**config.mk**
```make
export PLATFORM = sky130hd
export DESIGN_NAME = pipelined_ripple_adder
export DESIGN_NICKNAME = d
export VERILOG_FILES = /design/src/rtl/pipelined_ripple_adder.sv
export SDC_FILE = /design/constraint.sdc
export NUM_CORES = 1
export LEC_CHECK = 0
export CAP_MARGIN = 10
export CORE_MARGIN = 1
export CORE_UTILIZATION = 35
export DETAILED_ROUTE_END_ITERATION = 7
export SYNTH_ARGS = -nofsm -noshare
export SYNTH_HDL_FRONTEND = slang
export SYNTH_SLANG_ARGS = --single-unit
```
**constraint.sdc**
```tcl
create_clock -name clk -period 4.5 [get_ports clk]
set_clock_uncertainty 0.2 [all_clocks]
set_input_delay 1.125 -clock clk [delete_from_list [all_inputs] [get_ports clk]]
set_output_delay 1.125 -clock clk [all_outputs]
set_load 0.03 [all_outputs]
```
**src/rtl/pipelined_ripple_adder.sv**
```systemverilog
// Pipelined add/subtract with the carry chain cut into STAGES ripple segments.
// Operands are skewed into their segment, sums deskewed so every bit leaves together.
module pipelined_ripple_adder #(
   parameter int unsigned WIDTH  = 8,
   parameter int unsigned STAGES = 4
) (
   input  logic             clk,
   input  logic             reset,
   input  logic             in_valid,
   output logic             in_ready,
   input  logic [WIDTH-1:0] A,
   input  logic [WIDTH-1:0] B,
   input  logic             Cin,
   input  logic             sub,
   output logic             out_valid,
   input  logic             out_ready,
   output logic [WIDTH-1:0] Sum,
   output logic             Cout,
   output logic             overflow
);

   localparam int unsigned SEG  = WIDTH / STAGES;
   localparam int unsigned LAST = STAGES - 1;

   // Per-stage registers: operand skew, partial sum (deskew), segment carry, valid
   logic [WIDTH-1:0] r_a   [STAGES];
   logic [WIDTH-1:0] r_b   [STAGES];
   logic [WIDTH-1:0] r_sum [STAGES];
   logic             r_c   [STAGES];
   logic             r_v   [STAGES];
   logic             r_ovf;

   // Stage inputs and next-state values
   logic [WIDTH-1:0] w_sa   [STAGES];
   logic [WIDTH-1:0] w_sb   [STAGES];
   logic [WIDTH-1:0] w_ssum [STAGES];
   logic             w_sc   [STAGES];
   logic             w_sv   [STAGES];
   logic [WIDTH-1:0] w_nsum [STAGES];
   logic             w_nc   [STAGES];
   logic [SEG:0]     w_seg  [STAGES];

   logic [WIDTH-1:0] w_bx;
   logic             w_c0;
   logic             w_adv;
   logic             w_ovf;

   assign w_bx  = sub ? ~B : B;
   assign w_c0  = sub ? ~Cin : Cin;
   assign w_adv = out_ready | ~r_v[LAST];

   // Route each stage's inputs and ripple its own segment
   always_comb begin
      w_sa[0]   = A;
      w_sb[0]   = w_bx;
      w_sc[0]   = w_c0;
      w_sv[0]   = in_valid;
      w_ssum[0] = '0;
      for (int k = 1; k < int'(STAGES); k++) begin
         w_sa[k]   = r_a[k-1];
         w_sb[k]   = r_b[k-1];
         w_sc[k]   = r_c[k-1];
         w_sv[k]   = r_v[k-1];
         w_ssum[k] = r_sum[k-1];
      end
      for (int k = 0; k < int'(STAGES); k++) begin
         w_seg[k]  = (SEG+1)'(w_sa[k][k*SEG +: SEG])
                   + (SEG+1)'(w_sb[k][k*SEG +: SEG])
                   + (SEG+1)'(w_sc[k]);
         w_nsum[k] = w_ssum[k];
         w_nsum[k][k*SEG +: SEG] = w_seg[k][SEG-1:0];
         w_nc[k]   = w_seg[k][SEG];
      end
      // MSB carry-in recovered from a^b^sum at the top bit
      w_ovf = w_sa[LAST][WIDTH-1] ^ w_sb[LAST][WIDTH-1]
            ^ w_nsum[LAST][WIDTH-1] ^ w_nc[LAST];
   end

   // Whole pipeline shifts together or holds together
   always_ff @(posedge clk or posedge reset) begin
      if (reset) begin
         for (int k = 0; k < int'(STAGES); k++) begin
            r_a[k]   <= '0;
            r_b[k]   <= '0;
            r_sum[k] <= '0;
            r_c[k]   <= 1'b0;
            r_v[k]   <= 1'b0;
         end
         r_ovf <= 1'b0;
      end else if (w_adv) begin
         for (int k = 0; k < int'(STAGES); k++) begin
            r_a[k]   <= w_sa[k];
            r_b[k]   <= w_sb[k];
            r_sum[k] <= w_nsum[k];
            r_c[k]   <= w_nc[k];
            r_v[k]   <= w_sv[k];
         end
         r_ovf <= w_ovf;
      end
   end

   assign in_ready  = w_adv;
   assign out_valid = r_v[LAST];
   assign Sum       = r_sum[LAST];
   assign Cout      = r_c[LAST];
   assign overflow  = r_ovf;

endmodule

```
==> results of run 1 <==
==> cell families after synthesis <==
family                     share of synthesized area (%)
adders and majority gates                          6.686
AOI/OAI and AO/OA                                  1.550
DFF                                                51.36
and+or+nand+nor                                    3.101
buffers and inverters                              9.108
xor gates and xnor gates                           3.973
muxes                                              24.22
==> state kept, by name (all words and copies together) (netlist names) <==
name / cells
Cout: 1
Sum: 8
out_valid: 1
overflow: 1
r_a: 12
r_b: 12
r_c: 3
r_sum: 12
r_v: 3
==> synth_stat cells (all sizes together) <==
cell type and n:
inv 18, xor3 1, nor3b 8, fa 8, xnor2 4, mux2i 4
a21oi 8, mux2 40, xor2 5, dfrtp 53, buf 16, ha 1
nand2b 2
==> power by group through the flow <==
stage               Clock, mW  Sequential, mW  Combinational [mW]
floorplan                   0           0.813               0.791
global placement            0           0.827               0.911
detailed placement          0           0.831               0.931
CTS                     0.318           0.823               0.930
global route            0.335           0.849                1.01
finish                  0.307           0.820               0.913
==> area by class of cell <==
type | instances | area, µm² | area share (%)
multi-input combinational | 81 | 1021 | 34.24
tap | 96 | 120.1 | 4.029
inverter | 18 | 67.56 | 2.266
timing repair buffer | 35 | 342.8 | 11.50
sequential | 53 | 1326 | 44.48
clock inverter | 2 | 35.03 | 1.175
clock buffer | 5 | 68.82 | 2.308
==> per-layer routing <==
metal | track usage (%) | vias to the layer above | wire length (µm)
li1 | - | 585 | -
met1 | 16.41 | 607 | 1871
met2 | 15.72 | 24 | 1709
met3 | 2.733 | 4 | 148
met4 | 4.471 | 0 | 53
met5 | 0 | - | 0
==> path summary, 6_finish.rpt <==
check	startpoint	to	slack, ns	depth (start not counted)
max	out_ready	in_ready	1.01	3
min	r_v[1]$_DFFE_PP0P_	out_valid$_DFFE_PP0P_	0.28	1
max reg2reg	r_a[14]$_DFFE_PP0P_	overflow$_DFFE_PP0P_	2.14	5
min reg2reg	r_v[1]$_DFFE_PP0P_	out_valid$_DFFE_PP0P_	0.28	1
max in group asynchronous	reset	Sum[2]$_DFFE_PP0P_	2.21	2
min in group asynchronous	reset	r_a[30]$_DFFE_PP0P_	1.21	2
==> metrics.txt, run 1 <==
Setup WS post-layout 1.014 ns; Avg Cell Area, Syn 15.37 µm²; max cap viols 0; Hold Buf Count CTS 0; share of cells above drive strength 1 26.80%; Psw 0.6411 mW; leakage power 1.401 nW; Setup CP Type in2out; post-CTS setup buffer count 0; CP endpoint kind output port; Buf/Inv on CP 2; peak supply drop 347.2 µV; dpl hpwl 2.532 mm; clock tree buffer depth 2; Area growth syn-to-layout 15.46%; I/O Buffers 33; pwr dens 684.2 nW/µm²; drt first-iter violations 30; Antenna Cells 0; placed instance count 283; most common cell after layout, fill and taps aside dfrtp_1; most frequent cells in the layout dfrtp_1 (53), mux2_4 (36), clkdlybuf4s50_1 (32); Clk pwr share 15.1%; RSZ-0062 raised after global routing no; syn_nets 199; Post-Route WL 3.782 mm; hold_ws 0.2751 ns; CP max stage delay 0.67 ns; sequential share of the synthesized area 51.36%; Design Area, Final 2982 µm²; GPL Wtd Cong 0.6926; clk_lat worst skew 0.29 ns; Avg WL per Cell 13.04 µm; number of fill cells 650; Setup violations, final 0; Seq pwr share 40.2%; die span in y 87.90 µm; Starting Density 37.19%; Final Net Count 225; area leader, netlist dfrtp_1; core area 6944 µm²; final worst path period need 3.486 ns; top-area cell type share of the netlist area 51.36%; combinational share of power 44.8%; CTS Buf Count 5; Design Power 2.040 mW; dpl ws 1.013 ns; cell count after synthesis 168; synth warn 0; largest fanout on the critical path 9; Root Buffer clkbuf_8; global-route wire length before repair 6.437 mm; CP Cell Sequence clkdlybuf4s50_1 > nand2b_4 > buf_4; Area contributors post-synth dfrtp_1 (51%), mux2_4 (21%), fa_1 (6.2%); Worst slew margin 27.50%; DIE AREA 7726 µm²; post_cts resized 0; largest net degree at the start of global routing 54; Worst-Margin Slew 1.086 ns; IO Pins 34; GRT Residual Overflow 0; crit share post-route 77.48%; initial antenna violation count 0; CP required 3.17 ns; setup TNS 0 ns; Hold Path Class reg2reg; chip width 87.90 µm; H-tree levels 2; Sw Share 31.43%; Final Hold Viols 0; TritonCTS clock tree done; CP max-delay cell clkdlybuf4s50_1; row count 30; TritonRoute pass-1 iters 4; non-filler instance count after layout 290; vias in the first global route 1256; synth unique cells 19; status finished, final reports clean; max-slew violations 0; Placed Instance Area 2878 µm²; cell family with most CP delay buffers and inverters; drt via density 4.207; antenna viol nets, final 0; CP arrival 2.16 ns; Post-Syn Area 2582 µm²; post-detailed-route DRC marker count 0; fmax 286.8 MHz; CP Launch Type primary input; Clock transition at path regs 0.09 ns; GRT Resource Usage Total 11.16%; Clock Sinks 53; internal power 1.399 mW; vias post-DR 1220; post-layout util 42.94%; post-synthesis register bit count 53
Note: power is estimated with default switching activity, not from simulation.
==> inputs of run 2 (changes only) <==
==> constraint.sdc (replaced) <==
create_clock -name clk -period 2.9 [get_ports clk]
set_clock_uncertainty 0.2 [all_clocks]
set_input_delay 0.725 -clock clk [delete_from_list [all_inputs] [get_ports clk]]
set_output_delay 0.725 -clock clk [all_outputs]
set_load 0.03 [all_outputs]
==> metrics.txt, run 2 (same netlist as run 1, synthesis figures left out) <==
status finished, final reports clean; chip width 87.90 µm; Hold Path Stages 1; clk_lat worst skew 0.30 ns; Top Registers r_a: 12 flops, r_b: 12 flops, r_sum: 12 flops; vias post-DR 1239; Clock transition at path regs 0.09 ns; CTS Buf Count 5; share of cells above drive strength 1 28.14%; Setup violations, final 0; Worst slew margin 79.30%; H-tree levels 2; drt via density 4.200; DIE AREA 7726 µm²; Post-Route WL 3.826 mm; RSZ-0062 raised after global routing no; Hold Buf Count CTS 0; setup TNS 0 ns; drt first-iter violations 45; most frequent cells in the layout dfrtp_1 (53), mux2_4 (36), clkdlybuf4s50_1 (32); CP endpoint kind register; Hold Path Class reg2reg; global-route wire length before repair 6.417 mm; TritonCTS clock tree done; most common cell after layout, fill and taps aside dfrtp_1; dpl ws -0.02302 ns; vias in the first global route 1284; die span in y 87.90 µm; Starting Density 37.19%; I/O Buffers 33; Worst-Margin Slew 0.3096 ns; leakage power 1.425 nW; largest net degree at the start of global routing 54; final worst path period need 2.571 ns; pwr dens 1035 nW/µm²; Clock Sinks 53; Hold Startpoint r_v[1]$_DFFE_PP0P_; Setup CP Type in2reg; antenna viol nets, final 0; post-layout util 43.59%; Setup WS post-layout 0.3286 ns; CP Launch Point sub; post-CTS setup buffer count 0; Antenna Cells 0; post-detailed-route DRC marker count 0; Area growth syn-to-layout 17.20%; Final Hold Viols 0; row count 30; CP arrival 2.57 ns; worst reg2reg path startpoint r_a[14]$_DFFE_PP0P_; post_cts resized 0; clock tree buffer depth 2; core area 6944 µm²; GRT Resource Usage Total 11.25%; Final Net Count 230; TritonRoute pass-1 iters 4; Avg WL per Cell 12.97 µm; CP required 2.89 ns; CP Launch Type primary input; crit share post-route 88.67%; dpl hpwl 2.575 mm; largest fanout on the critical path 4; peak supply drop 570.6 µV; GPL Wtd Cong 0.7021; Root Buffer clkbuf_8; number of fill cells 662; hold_ws 0.2842 ns; max-slew violations 0; max cap viols 0; GRT Residual Overflow 0; fmax 388.9 MHz; IO Pins 34; r2r worst-path depth 5; initial antenna violation count 0
## run 2: cell count changes in the layout (fill, tap and decap cells not counted), sizes merged
cell and delta:
bufinv -1, buf +5, clkbuf +2, clkinv -1
## run 2: final timing paths
path | endpoint | slack [ns]
max reg2reg | overflow$_DFFE_PP0P_ | 0.54
min reg2reg | out_valid$_DFFE_PP0P_ | 0.28
min | out_valid$_DFFE_PP0P_ | 0.28
max | r_sum[25]$_DFFE_PP0P_ | 0.33
min in group asynchronous | r_a[30]$_DFFE_PP0P_ | 0.57
max in group asynchronous | r_b[27]$_DFFE_PP0P_ | 1.68
## run 2: final cells by class
cell class	instances	area, µm²	share of cell area [%]
Sequential cell	53	1326	43.82
Multi-Input combinational cell	81	1021	33.73
Timing Repair Buffer	40	405.4	13.39
Tap cell	96	120.1	3.969
Clock buffer	7	86.33	2.852
Inverter	18	67.56	2.232
## run 2: layer usage
| layer | vias up | global-route usage (%) | wire [µm] |
|---|---|---|---|
| li1 | 593 | - | - |
| met1 | 616 | 15.45 | 1845 |
| met2 | 25 | 16.70 | 1744 |
| met3 | 5 | 3.016 | 185 |
| met4 | 0 | 4.918 | 51 |
| met5 | - | 0 | 0 |
## run 2: worst max-delay path, stage by stage
cell	delay [ns]
clkdlybuf4s50_1	0.58
xnor2_1	0.13
fa_1	0.39
inv_1	0.07
fa_1	0.40
mux2_4	0.26
## run 2: stage by stage
step / std cells / power (mW) / cell area [µm²]
after CTS: 295 / 3.180 / 3027
after global placement: 288 / 2.712 / 2940
after global routing: 295 / 3.347 / 3027
final: 295 / 3.132 / 3027
after detailed placement: 288 / 2.753 / 2940
after floorplan: 168 / 2.490 / 2582
## run 2: where the power goes
part / switching (mW) / internal, mW / leakage, nW / total [mW]
Clock: 0.224 / 0.190 / 0.0443 / 0.414
Combinational: 0.599 / 0.868 / 0.770 / 1.47
Sequential: 0.177 / 1.07 / 0.610 / 1.25
Total: 0.999 / 2.13 / 1.42 / 3.13
==> variant: new RTL, settings of run 1 <==
Reset style: synchronous (`reset`), changed in one clocked block.
--- a/src/rtl/pipelined_ripple_adder.sv
+++ b/src/rtl/pipelined_ripple_adder.sv
@@ -79,3 +79,3 @@
    // Whole pipeline shifts together or holds together
-   always_ff @(posedge clk or posedge reset) begin
+   always_ff @(posedge clk) begin
       if (reset) begin
Function: differs if reset is asserted again (counterexample within 10 cycles, from zero or initial values and one cycle with reset high); with reset held inactive, the same outputs for 10 cycles.
==> variant against run 1 <==
Cell area down 5.6%. Routed wire length fell by 31%. Worst hold slack better by 0.047 ns. Sequential cell count unchanged. Global-route usage down 2.6 points. Setup slack got worse by 0.25 ns. Critical path depth increased by 1. Area after synthesis fell by 10%.
Power is not compared: it rests on default switching activity, and its combinational part moved more than twofold at a synthesized area within 25%.
==> variant: results (changes against run 1) <==
status -> finished clean
Post-synth top cells -> 52 x edfxtp_1, 36 x and2_1, 17 x inv_1
initial antenna violation count -> 0 (unchanged)
Fin Hold WS -> 0.322 ns (+0.0470 ns)
Syn Nets -> 186 (-6.5%)
main flop type after synthesis -> edfxtp_1
sequential-to-total area share from yosys stat -> 68.1% (+17 points)
Rel. slew slack -> 61.8% (+34 points)
biggest regs -> r_sum (20), r_a (12), r_b (12)
Netlist cell types -> 20 (+1)
Area Growth Syn to Fin -> 21.1%
pin count of the biggest net entering global routing -> 37 (-31%)
GRT Total Usage -> 8.57% (-2.6 points)
vias in the first global route -> 1047 (-17%)
Vias -> 1129 (-7.5%)
FILL cells -> 582 (-10%)
layout cells sized above 1 -> 8.33% (-18 points)
DR WL/cell -> 9.66 um (-26%)
mux cell area share after synthesis -> 0% (-24 points)
Hold Startpoint -> r_sum[2][5]
initial drt markers -> 35 (+17%)
crit path DAT -> 2.41 ns (+0.25 ns)
Post-Syn Instances -> 155 (-7.7%)
synth top area cells -> edfxtp_1 67%, and2_1 9.7%, fa_1 6.9%
asr flop ratio synth -> 0% (-100 points)
end of the worst register-to-register path -> overflow
worst r2r src -> r_c[2]
Post-Synth XOR/XNOR Area -> 3.77% (-0.20 points)
post-synthesis adder-cell area fraction -> 7.43% (+0.75 points)
Clock H-tree levels -> 2 (unchanged)
DP HPWL -> 1.79 mm (-29%)
Area after DPL -> 2720 um^2 (-5.3%)
EDFF count, synth -> 52 (+52)
placed insts -> 261 (-7.8%)
fin nets -> 222 (-1.3%)
R2R cell count -> 6 (+1)
Reg2Reg Setup Slack -> 2.25 ns (+0.11 ns)
wire length of the first global-routing pass -> 4.55 mm (-29%)
hold worst-path end -> r_sum[3][5]
complex-gate fraction of the synthesized area -> 1.13% (-0.42 points)
RePlAce Congestion -> 0.661 (-4.6%)
non-filler cells in the finished layout -> 269 (-7.2%)
-- variant: cell types whose count changed in the layout (fill, tap and decap cells not counted), sizes merged, moves of 8 or more --
cell | before | now
nor3b | 8 | 0
and2 | 0 | 36
mux2 | 40 | 0
edfxtp | 0 | 52
nor2 | 0 | 17
a21oi | 8 | 0
dfrtp | 53 | 0
-- variant: critical path, cell delays in order --
cell,delay [ns]
clkdlybuf4s50_1,0.50
nor2b_4,0.07
inv_4,0.06
clkdlybuf4s50_1,0.66
-- variant: area by class of cell --
cell class	instances	area share, %
clock inverter	3	0.756
clock buffer	5	2.45
inverter	18	2.49
multi-input combinational	78	22.4
sequential	53	56.2
timing repair buffer	35	12.3
tap	77	3.42
-- variant: report_power, final --
group          internal [mW]  switching (mW)  total [mW]  leakage (nW)
clock network          0.110           0.150       0.261        0.0445
registers              0.579         0.00762       0.587         0.626
logic                 0.0545          0.0515       0.106         0.395
total                  0.744           0.209       0.954          1.07
-- variant: routing by layer --
metal / GRT usage [%] / part of all wire (%) / vias up
li1: - / - / 571
met1: 8.55 / 41 / 520
met3: 2.97 / 5.2 / 6
met5: 0 / 0 / -
met4: 5.55 / 2.9 / 0
met2: 15.1 / 51 / 32
-- variant: worst max path at each step --
stage / depth (start not counted) / slack (ns) / from / to
2_1_floorplan: 2 / 1.51 / out_ready / r_a[0][12]
3_3_place_gp: 4 / 0.77 / out_ready / in_ready
3_5_place_dp: 4 / 0.76 / out_ready / in_ready
4_1_cts: 4 / 0.76 / out_ready / in_ready
5_1_grt: 4 / 0.72 / out_ready / in_ready
6_report: 4 / 0.76 / out_ready / in_ready
